===== src/rtl/filter_decimator_if.sv =====
// Sample-in / decimated-result-out bundle for filter_decimator.
// The slave modport is the decimator; the master modport is the surrounding producer/consumer.
interface filter_decimator_if #(
    parameter int WIDTH = 19,
    parameter int DEPTH = 8
);
    logic                       in_valid;
    logic signed [WIDTH-1:0]    data_in;
    logic signed [WIDTH-1:0]    out_data;
    logic                       out_valid;
    logic                       out_ready;
    logic [$clog2(DEPTH):0]     fill_count;
    logic                       overflow;

    modport slave (
        input  in_valid,
        input  data_in,
        input  out_ready,
        output out_data,
        output out_valid,
        output fill_count,
        output overflow
    );

    modport master (
        output in_valid,
        output data_in,
        output out_ready,
        input  out_data,
        input  out_valid,
        input  fill_count,
        input  overflow
    );
endinterface


===== src/rtl/filter_decimator.sv =====
// Block-averaging decimator (2^LOG2_DECIM samples per result) feeding a show-ahead FIFO
// with a sticky overflow flag; upstream is never back-pressured.
module filter_decimator #(
    parameter int WIDTH      = 19,
    parameter int LOG2_DECIM = 2,
    parameter int DEPTH      = 8
) (
    input  logic               clk,
    input  logic               rst,
    filter_decimator_if.slave  bus
);
    localparam int PTR_W = $clog2(DEPTH);
    localparam int CNT_W = PTR_W + 1;

    logic             push_valid;
    logic [WIDTH-1:0] push_data;

    generate
        if (LOG2_DECIM == 0) begin : g_pass
            assign push_valid = bus.in_valid;
            assign push_data  = bus.data_in;
        end else begin : g_avg
            localparam int ACC_W = WIDTH + LOG2_DECIM;
            localparam logic [LOG2_DECIM-1:0] LAST_PHASE = '1;

            logic signed [ACC_W-1:0]  acc_q, acc_d, acc_sum;
            logic [LOG2_DECIM-1:0]    phase_q, phase_d;
            logic                     block_done;

            always_comb begin
                // Sign-extending into LOG2_DECIM guard bits keeps the block sum exact.
                acc_sum    = acc_q + {{LOG2_DECIM{bus.data_in[WIDTH-1]}}, bus.data_in};
                block_done = bus.in_valid && (phase_q == LAST_PHASE);
                acc_d      = acc_q;
                phase_d    = phase_q;
                if (bus.in_valid) begin
                    if (phase_q == LAST_PHASE) begin
                        acc_d   = '0;
                        phase_d = '0;
                    end else begin
                        acc_d   = acc_sum;
                        phase_d = phase_q + LOG2_DECIM'(1);
                    end
                end
            end

            always_ff @(posedge clk) begin
                if (rst) begin
                    acc_q   <= '0;
                    phase_q <= '0;
                end else begin
                    acc_q   <= acc_d;
                    phase_q <= phase_d;
                end
            end

            // Arithmetic shift floors; the average always fits back into WIDTH bits.
            assign push_valid = block_done;
            assign push_data  = WIDTH'(acc_sum >>> LOG2_DECIM);
        end
    endgenerate

    logic [WIDTH-1:0] mem_q [DEPTH];
    logic [PTR_W-1:0] wr_ptr_q, wr_ptr_d;
    logic [PTR_W-1:0] rd_ptr_q, rd_ptr_d;
    logic [CNT_W-1:0] count_q, count_d;
    logic             overflow_q, overflow_d;
    logic             empty, full, pop, wr_en;

    always_comb begin
        empty = (count_q == '0);
        full  = (count_q == CNT_W'(DEPTH));
        pop   = !empty && bus.out_ready;
        // A pop on the same edge frees a slot, so a full FIFO can still accept the push.
        wr_en = push_valid && (!full || pop);

        wr_ptr_d   = wr_en ? wr_ptr_q + PTR_W'(1) : wr_ptr_q;
        rd_ptr_d   = pop   ? rd_ptr_q + PTR_W'(1) : rd_ptr_q;
        overflow_d = overflow_q || (push_valid && full && !pop);

        count_d = count_q;
        case ({wr_en, pop})
            2'b10:   count_d = count_q + CNT_W'(1);
            2'b01:   count_d = count_q - CNT_W'(1);
            default: count_d = count_q;
        endcase
    end

    always_ff @(posedge clk) begin
        if (rst) begin
            wr_ptr_q   <= '0;
            rd_ptr_q   <= '0;
            count_q    <= '0;
            overflow_q <= 1'b0;
        end else begin
            wr_ptr_q   <= wr_ptr_d;
            rd_ptr_q   <= rd_ptr_d;
            count_q    <= count_d;
            overflow_q <= overflow_d;
        end
    end

    // Storage carries no reset so it can map onto RAM primitives.
    always_ff @(posedge clk) begin
        if (!rst && wr_en) begin
            mem_q[wr_ptr_q] <= push_data;
        end
    end

    assign bus.out_valid  = !empty;
    assign bus.out_data   = empty ? '0 : mem_q[rd_ptr_q];
    assign bus.fill_count = count_q;
    assign bus.overflow   = overflow_q;
endmodule

===== src/flat_wrapper.sv =====
// flat-port wrapper written by rule: the top's interface ports become plain ports
module filter_decimator_flat 
#(
    parameter int WIDTH      = 19,
    parameter int LOG2_DECIM = 2,
    parameter int DEPTH      = 8
)
  (clk, rst, bus_in_valid, bus_data_in, bus_out_ready, bus_out_data, bus_out_valid, bus_fill_count, bus_overflow);
  filter_decimator_if #(.WIDTH(WIDTH), .DEPTH(DEPTH)) bus_i ();
  input  logic clk;
  input  logic rst;
  input wire logic [$bits(bus_i.in_valid)-1:0] bus_in_valid;
  input wire logic [$bits(bus_i.data_in)-1:0] bus_data_in;
  input wire logic [$bits(bus_i.out_ready)-1:0] bus_out_ready;
  output wire logic [$bits(bus_i.out_data)-1:0] bus_out_data;
  output wire logic [$bits(bus_i.out_valid)-1:0] bus_out_valid;
  output wire logic [$bits(bus_i.fill_count)-1:0] bus_fill_count;
  output wire logic [$bits(bus_i.overflow)-1:0] bus_overflow;
  assign bus_i.in_valid = bus_in_valid;
  assign bus_i.data_in = bus_data_in;
  assign bus_i.out_ready = bus_out_ready;
  assign bus_out_data = bus_i.out_data;
  assign bus_out_valid = bus_i.out_valid;
  assign bus_fill_count = bus_i.fill_count;
  assign bus_overflow = bus_i.overflow;
  filter_decimator #(.WIDTH(WIDTH), .LOG2_DECIM(LOG2_DECIM), .DEPTH(DEPTH)) u_core (.clk(clk), .rst(rst), .bus(bus_i));
endmodule

===== config.mk =====
export PLATFORM = sky130hd
export DESIGN_NAME = filter_decimator_flat
export DESIGN_NICKNAME = d
export VERILOG_FILES = /design/src/rtl/filter_decimator_if.sv /design/src/rtl/filter_decimator.sv /design/src/flat_wrapper.sv
export SDC_FILE = /design/constraint.sdc
export NUM_CORES = 1
export LEC_CHECK = 0
export CAP_MARGIN = 30
export CORE_MARGIN = 2
export CORE_UTILIZATION = 55
export DETAILED_ROUTE_END_ITERATION = 8
export HOLD_SLACK_MARGIN = 0.02
export MAX_ROUTING_LAYER = met4
export PLACE_DENSITY = 0.71
export SYNTH_ARGS = -nofsm -noshare
export SYNTH_HDL_FRONTEND = slang
export SYNTH_SLANG_ARGS = --single-unit

===== constraint.sdc =====
create_clock -name clk -period 10.1 [get_ports clk]
set_input_delay 1.01 -clock clk [delete_from_list [all_inputs] [get_ports clk]]
set_output_delay 1.01 -clock clk [all_outputs]
set_load 0.03 [all_outputs]

== After elaboration in Yosys (flattened, before gate mapping) ==
Memories as Yosys holds them, arrays and structs flattened. A register that Yosys moved wholly into a read port is not among the register bits.
Index checks and enable logic that the tools add are counted.
Word-level totals
  flip-flop bits (word level): 34
  memory bits (writable): 152
  bits of input ports: 23
  output and inout port bits: 25
  memories kept: 1
Memory list
  u_core.mem_q: depth 8, width 19, rd ports 1, clocked after memory_dff 1, wr ports 1, line filter_decimator.sv:63  | logic [WIDTH-1:0] mem_q [DEPTH];
Operators by class
  add/subtract/negate cells: 6
  equality and inequality tests: 4
  muxes and demuxes: 8
  reductions and logical operators: 14
Operator list (count)
  21-bit adder: 1
  21-bit 2-to-1 mux: 1
  19-bit 2-to-1 mux: 1
  4-bit case mux with 2 select lines: 1
  3-bit by 1-bit adder with 3-bit output (second input constant): 2
  1-bit logical AND: 6
  3-bit 2-to-1 mux: 2
  4-bit by 1-bit adder with 4-bit output (second input constant): 1
  2-bit == test (second input constant): 2
  4-bit == test (second input constant): 1
  1-bit zero test: 4
  4-bit zero test: 1
  4-bit by 1-bit subtractor with 4-bit output (second input constant): 1
  2-bit by 1-bit adder with 2-bit output (second input constant): 1
  2-bit by 1-bit == test with 1-bit output (second input constant): 1
  1-bit logical OR: 2
  1-bit 2-to-1 mux: 2
  2-bit 2-to-1 mux: 1
  2-bit nonzero test: 1

== Longest topological paths before layout ==
  depth in word-level cells: 8
  gate-level depth with buffers: 12
  mapped depth without buffers: 11

== Worst setup path before layout ==
No wires, ideal clock.
  path kind: in2reg
  from: input port bus_out_ready
  to: memory u_core.mem_q[0][0] (enable)
  data arrival time: 3657 ps
  data required time: 9650 ps
  path slack: 5992 ps
  stages on the path: 5
  cell sequence: nand2b_1 -> nor4_1 -> nor2_1 -> inv_1 -> nor4b_1
On the way
  longest elaborated chain between the ends: 6
RTL lines
  start, declared: line flat_wrapper.sv:14  | input wire logic [$bits(bus_i.out_ready)-1:0] bus_out_ready;
  1-bit logical AND: line filter_decimator.sv:73  | pop = !empty && bus.out_ready;
  1-bit logical OR: line filter_decimator.sv:75  | wr_en = push_valid && (!full || pop);
  1-bit logical AND: line filter_decimator.sv:75
  1-bit logical AND: line filter_decimator.sv:105  | if (!rst && wr_en) begin
  1-bit 2-to-1 mux: line filter_decimator.sv:105
  1-bit 2-to-1 mux (implied by the code): line filter_decimator.sv:106  | mem_q[wr_ptr_q] <= push_data;
  end, declared: line filter_decimator.sv:63
Every way passes these cells.

==> impl_results.md <==
* TritonCTS clock tree: built
* PD cells at 186.8 mW/mm²
* Nets@finish at ~700
* Required time of the critical path at slightly above 9 ns
* Mean Syn Cell Area at ~14 µm²
* Syn_nets at 646
* Clk slew on worst S/H paths at approximately 0.060 ns
* DIE AREA at ~0.017 mm²
* Setup crit end kind: primary output
* Post-CTS Setup Inserts at 0
* Main synth FF type: edfxtp_1
* Post-synthesis cell count at a little under 600
* Detail Placement HPWL at about 11 mm
* Pin count of the biggest net entering global routing at 39
* Most common cell after layout, fill and taps aside: edfxtp_1
* Iter 0 DRT Violations at between 400 and 500
* Hold_buf cts at 0
* Final TNS setup at 0 ns
* Rows at between 40 and 50
* Hold Crit Class: flip-flop to flip-flop
* Number of global-route vias before repair at 5225
* Hold Path Origin: u_core.g_avg.acc_q[12]
* Clock sink count at roughly 190
* Worst Path Arrival at between 2 and 3 ns
* GRT Total Usage at 0.2304
* H-tree levels at 4
* Final min period at 3.888 ns
* Seq/Total Area, Yosys at 0.6166
* GRT Residual Overflow at 0
* CP cell instances: buf_4 > mux4_2 > mux2i_1 > nor2_1 > clkdlybuf4s50_1
* Max VDD drop at approximately 0.12 mV
* Detail Route Antenna Nets at 0
* Antenna diodes at 0
* Clock Path Buffers at 2
* Fraction of registers with async set/reset at 0
* CTS Buf Count at 17
* Core ar. at roughly 0.015 mm²
* First-pass GRT wire length at 27.47 mm
* Synthesized area at about 0.0086 mm²
* Max Fclk at about 0.26 GHz
* First-pass detailed-route iteration total at 7
* Status: finished clean
* Slowest-stage cell, CP: mux4_2
* Yosys warns at 0
* Initial Utilization at 0.5638
* Initial antenna violation count at 0
* Final setup vio count at 0
* Final core utilization at 0.6515
* Final period util at 0.3850
* WL per Instance at roughly 20 µm
* Layout cell share with drive strength beyond 1 at 0.1604
* Setup repair after global routing missed its margin: false
* Area growth syn-to-layout at 15.55%
* Drt drc at 0
* Top Ports at 48
* Final Hold Viols at 0
* CP Max Fanout at 38
* Die W at about 130 µm
* Max-slew violations at 0
* Number of synthesized flops with an enable pin at between 150 and 200
* Total Wirelength at 17.26 mm
* Max cap viols at 0
* Root Buffer Master: clkbuf_16
* Most frequent cells in the layout: 152 x edfxtp_1, 57 x nor2_1, 47 x clkdlybuf4s50_1
* Critical path type: flip-flop to primary output
* LEAKAGE at 0.003353 µW
* RR Startpoint: u_core.g_avg.acc_q[10]
* CP max stage delay at about 0.60 ns
* Worst-Margin Slew at around 0.98 ns
* Worst Skew at 0.008147 ns
* Synth Register Bits at 189
* Port bufs at 47
* Via density at approximately 6.0
* Die height at 129.1 µm
* Global placement routability congestion at 0.8766
* Relative slew slack at 0.3444
* Setup crit start kind: flip-flop
* Via count at between 5000 and 6000
* Distinct cell type count after synthesis at 63
* Worst skew pair latency at 0.43 ns
* Post-CTS sizing at 0
[worst max-delay path: cells and delay by family (launching register included)]
kind                   cells  cell delay (ns)
buffers and inverters      2             1.18
DFF                        1             0.31
muxes                      2             0.86
and+or+nand+nor            1             0.09
[synth_stat cells, drive strengths merged, types with 5 or more instances]
library cell	count	area share
edfxtp	152	0.53
nor2	57	0.025
mux4	38	0.099
dfxtp	37	0.086
a21oi	34	0.023
ha	26	0.038
mux2i	23	0.027
nand2	21	0.0092
o21ai	19	0.011
a21o	16	0.014
clkbuf	15	0.0065
buf	14	0.0092
nor2b	12	0.0090
and2	11	0.0083
nand3	10	0.0058
inv	8	0.0035
xor2	8	0.0081
nand2b	7	0.0051
nor3	7	0.0041
or3	7	0.0051
xnor2	7	0.0071
a21boi	5	0.0044
o21a	5	0.0044
o31ai	5	0.0044
[report_power, final]
part | switching, µW | internal, µW
combinational | 172 | 92.2
sequential | 8.71 | 912
clock | 283 | 389
total | 464 | 1390
[worst paths after layout]
check / endpoint / slack [ns] / depth (start not counted)
worst max-delay path: bus_out_data[18] / 6.21 / 5
worst min-delay path: u_core.g_avg.acc_q[12] / 0.48 / 2
worst max register to register: u_core.mem_q[7][15] / 7.32 / 7
worst min register to register: u_core.g_avg.acc_q[12] / 0.48 / 2
[area by class of cell]
cell class	instances	area, µm²
well taps	211	264.0
flip-flops and latches	189	5306
inverters	8	30.03
clock inverters	15	167.7
multi-input cells	370	3167
repair buffers	62	580.6
clock buffers	17	425.4
fillers	1105	5318
[flip-flops by register name, summed over array words and instances, names as in the netlist, named ones only]
register,count
u_core.g_avg.acc_q,21
u_core.rd_ptr_q,3
u_core.bus.overflow,1
u_core.bus.fill_count,4
u_core.wr_ptr_q,3
u_core.mem_q,152
u_core.g_avg.phase_q,2
[stage by stage]
stage / power [µW] / cells / hold WS, ns / setup WS (ns) / area, µm²
6_report: 1857 / 872 / 0.4755 / 6.212 / 9941
5_1_grt: 1930 / 872 / 0.4995 / 6.033 / 9941
4_1_cts: 1861 / 871 / 0.4760 / 6.129 / 9936
3_5_place_dp: 1197 / 839 / 0.4547 / 6.017 / 9343
3_3_place_gp: 1184 / 839 / 0.4495 / 6.151 / 9343
2_1_floorplan: 1118 / 596 / 0.4291 / 5.992 / 8603
[per-layer routing]
| layer | up-vias | part of all wire | global-route usage |
|---|---|---|---|
| met3 | 30 | 0.055 | 0.03881 |
| met1 | 2600 | 0.43 | 0.3066 |
| met4 | 0 | 0.020 | 0.08696 |
| li1 | 2420 | - | - |
| met2 | 168 | 0.49 | 0.3620 |
| met5 | - | 0 | - |
[kinds of logic (layout without fill, tap and decap cells)]
family,after synthesis,in the layout,synth area share
DFF,189,189,0.6166
and+or+nand+nor,156,156,0.09162
AOI/OAI and AO/OA,110,110,0.08959
muxes,62,62,0.1275
buffers and inverters,37,102,0.01920
adders and majority gates,27,27,0.04014
xor gates and xnor gates,15,15,0.01527
No activity file was read; power rests on OpenSTA's default activity.
==> patch, RTL diff (same settings) <==
Make the reset (`rst`) asynchronous in 2 clocked blocks.
--- a/src/rtl/filter_decimator.sv
+++ b/src/rtl/filter_decimator.sv
@@ -44,7 +44,7 @@
                 end
             end
 
-            always_ff @(posedge clk) begin
+            always_ff @(posedge clk or posedge rst) begin
                 if (rst) begin
                     acc_q   <= '0;
                     phase_q <= '0;
@@ -86,7 +86,7 @@
         endcase
     end
 
-    always_ff @(posedge clk) begin
+    always_ff @(posedge clk or posedge rst) begin
         if (rst) begin
             wr_ptr_q   <= '0;
             rd_ptr_q   <= '0;
Function: changed (Yosys sat finds a counterexample within 10 cycles, from zero or initial values and one cycle with rst high; the reset may be asserted at any time).
==> patch against the original RTL <==
- critical endpoint unchanged
- area after synthesis decreased by 3.0%
- hold slack improved by 0.016 ns
- setup slack got worse by 0.027 ns
- final area decreased by 1.9%
- sequential cell count decreased by 3
- wire length decreased by 4.9%
- clock skew decreased by 0.00095 ns
Power is not compared: it rests on default switching activity, and its combinational part moved more than twofold at a synthesized area within 25%.
==> patch: results <==
# TYPE chip_impl_metric gauge
chip_impl_metric{name="detailed_place.area",unit="um2"} 9100
chip_impl_metric{name="met1_resource_use_gr",unit="%"} 29.0
chip_impl_metric{name="maximum_clock_skew_at_final_layout",unit="ns"} 0.00720
chip_impl_metric{name="cpPeakStageDelay",unit="ns"} 0.62
chip_impl_metric{name="stdcell_area",unit="um2"} 9750
chip_impl_metric{name="post_synth_num_cell_types",unit=""} 58
chip_impl_metric{name="post_synth_mux_area_share",unit="%"} 13.3
chip_impl_metric{name="grt_use_met2",unit="%"} 36.8
chip_impl_metric{name="reg2reg_slack",unit="ns"} 6.95
chip_impl_metric{name="grt_first_pass_wirelength",unit="um"} 26200
chip_impl_info{name="status",value="completed"} 1
chip_impl_metric{name="final.setup.worst_slack",unit="ns"} 6.18
chip_impl_info{name="critical_path.reg2reg.startpoint",value="u_core.g_avg.acc_q[0]"} 1
chip_impl_metric{name="wirelength_met1",unit="um"} 6990
chip_impl_metric{name="synth.yosys.seq_area_share",unit="%"} 64.9
chip_impl_metric{name="final.fill_count",unit=""} 1053
chip_impl_metric{name="synth_xor_area_share",unit="%"} 2.31
chip_impl_metric{name="grt_pass1_vias",unit=""} 4866
chip_impl_metric{name="dp_slack",unit="ns"} 5.87
chip_impl_metric{name="first_iter_violations",unit=""} 505
chip_impl_metric{name="timing.slew.headroom",unit="%"} 42.8
chip_impl_metric{name="synth_compound_area_share",unit="%"} 7.66
chip_impl_metric{name="design.final.nets",unit=""} 636
chip_impl_metric{name="critPathArrivalTime",unit="ns"} 2.91
chip_impl_metric{name="worst_hold_path.num_cells",unit=""} 1
chip_impl_metric{name="post_synth_fa_ha_maj_area_fraction",unit="%"} 4.14
chip_impl_info{name="holdPathEnd",value="u_core.bus.overflow"} 1
chip_impl_info{name="top_cells_by_count_synth",value="edfxtp_1 (152), nor2_1 (42), mux4_2 (38), dfrtp_1 (34), ha_1 (26)"} 1
chip_impl_metric{name="syn_nets",unit=""} 578
chip_impl_info{name="worst_path_max_delay_cell",value="buf_4"} 1
chip_impl_metric{name="drt_pre_antenna_iters",unit=""} 5
chip_impl_metric{name="gp_routability_congestion",unit=""} 0.897
chip_impl_metric{name="detail_route.vias_per_cell",unit=""} 6.09
chip_impl_metric{name="route.final.wire_length",unit="um"} 16400
## patch: changes by cell type in the layout (fill, tap and decap cells not counted), sizes merged, moves of 10 or more
cell   before  now
a21oi      34   18
nor2       57   42
dfrtp       0   34
nor2b      12    1
a22o        3   13
a21o       16    3
dfxtp      37    0
## patch: worst register-to-register path: cells and delay by family (launching register included)
kind	cells	cell delay, ns
AOI/OAI and AO/OA	4	1.15
adders and majority gates	2	0.58
xor gates and xnor gates	1	0.51
DFF	1	0.35
and+or+nand+nor	1	0.22
buffers and inverters	1	0.06
## patch: cell type report
class                      instances  share of cell area [%]
clock inverter                    14                    2.25
inverter                          14                   0.539
clock buffer                      17                    4.36
tap                              188                    2.41
multi-input combinational        306                    28.9
sequential                       186                    55.6
timing repair buffer              61                    5.94
## patch: report_power, final
| group | total [W] | switching [W] | internal (W) |
|---|---|---|---|
| Sequential | 0.00119 | 0.0000648 | 0.00112 |
| Clock | 0.000716 | 0.000276 | 0.000440 |
| Combinational | 0.00140 | 0.000839 | 0.000562 |
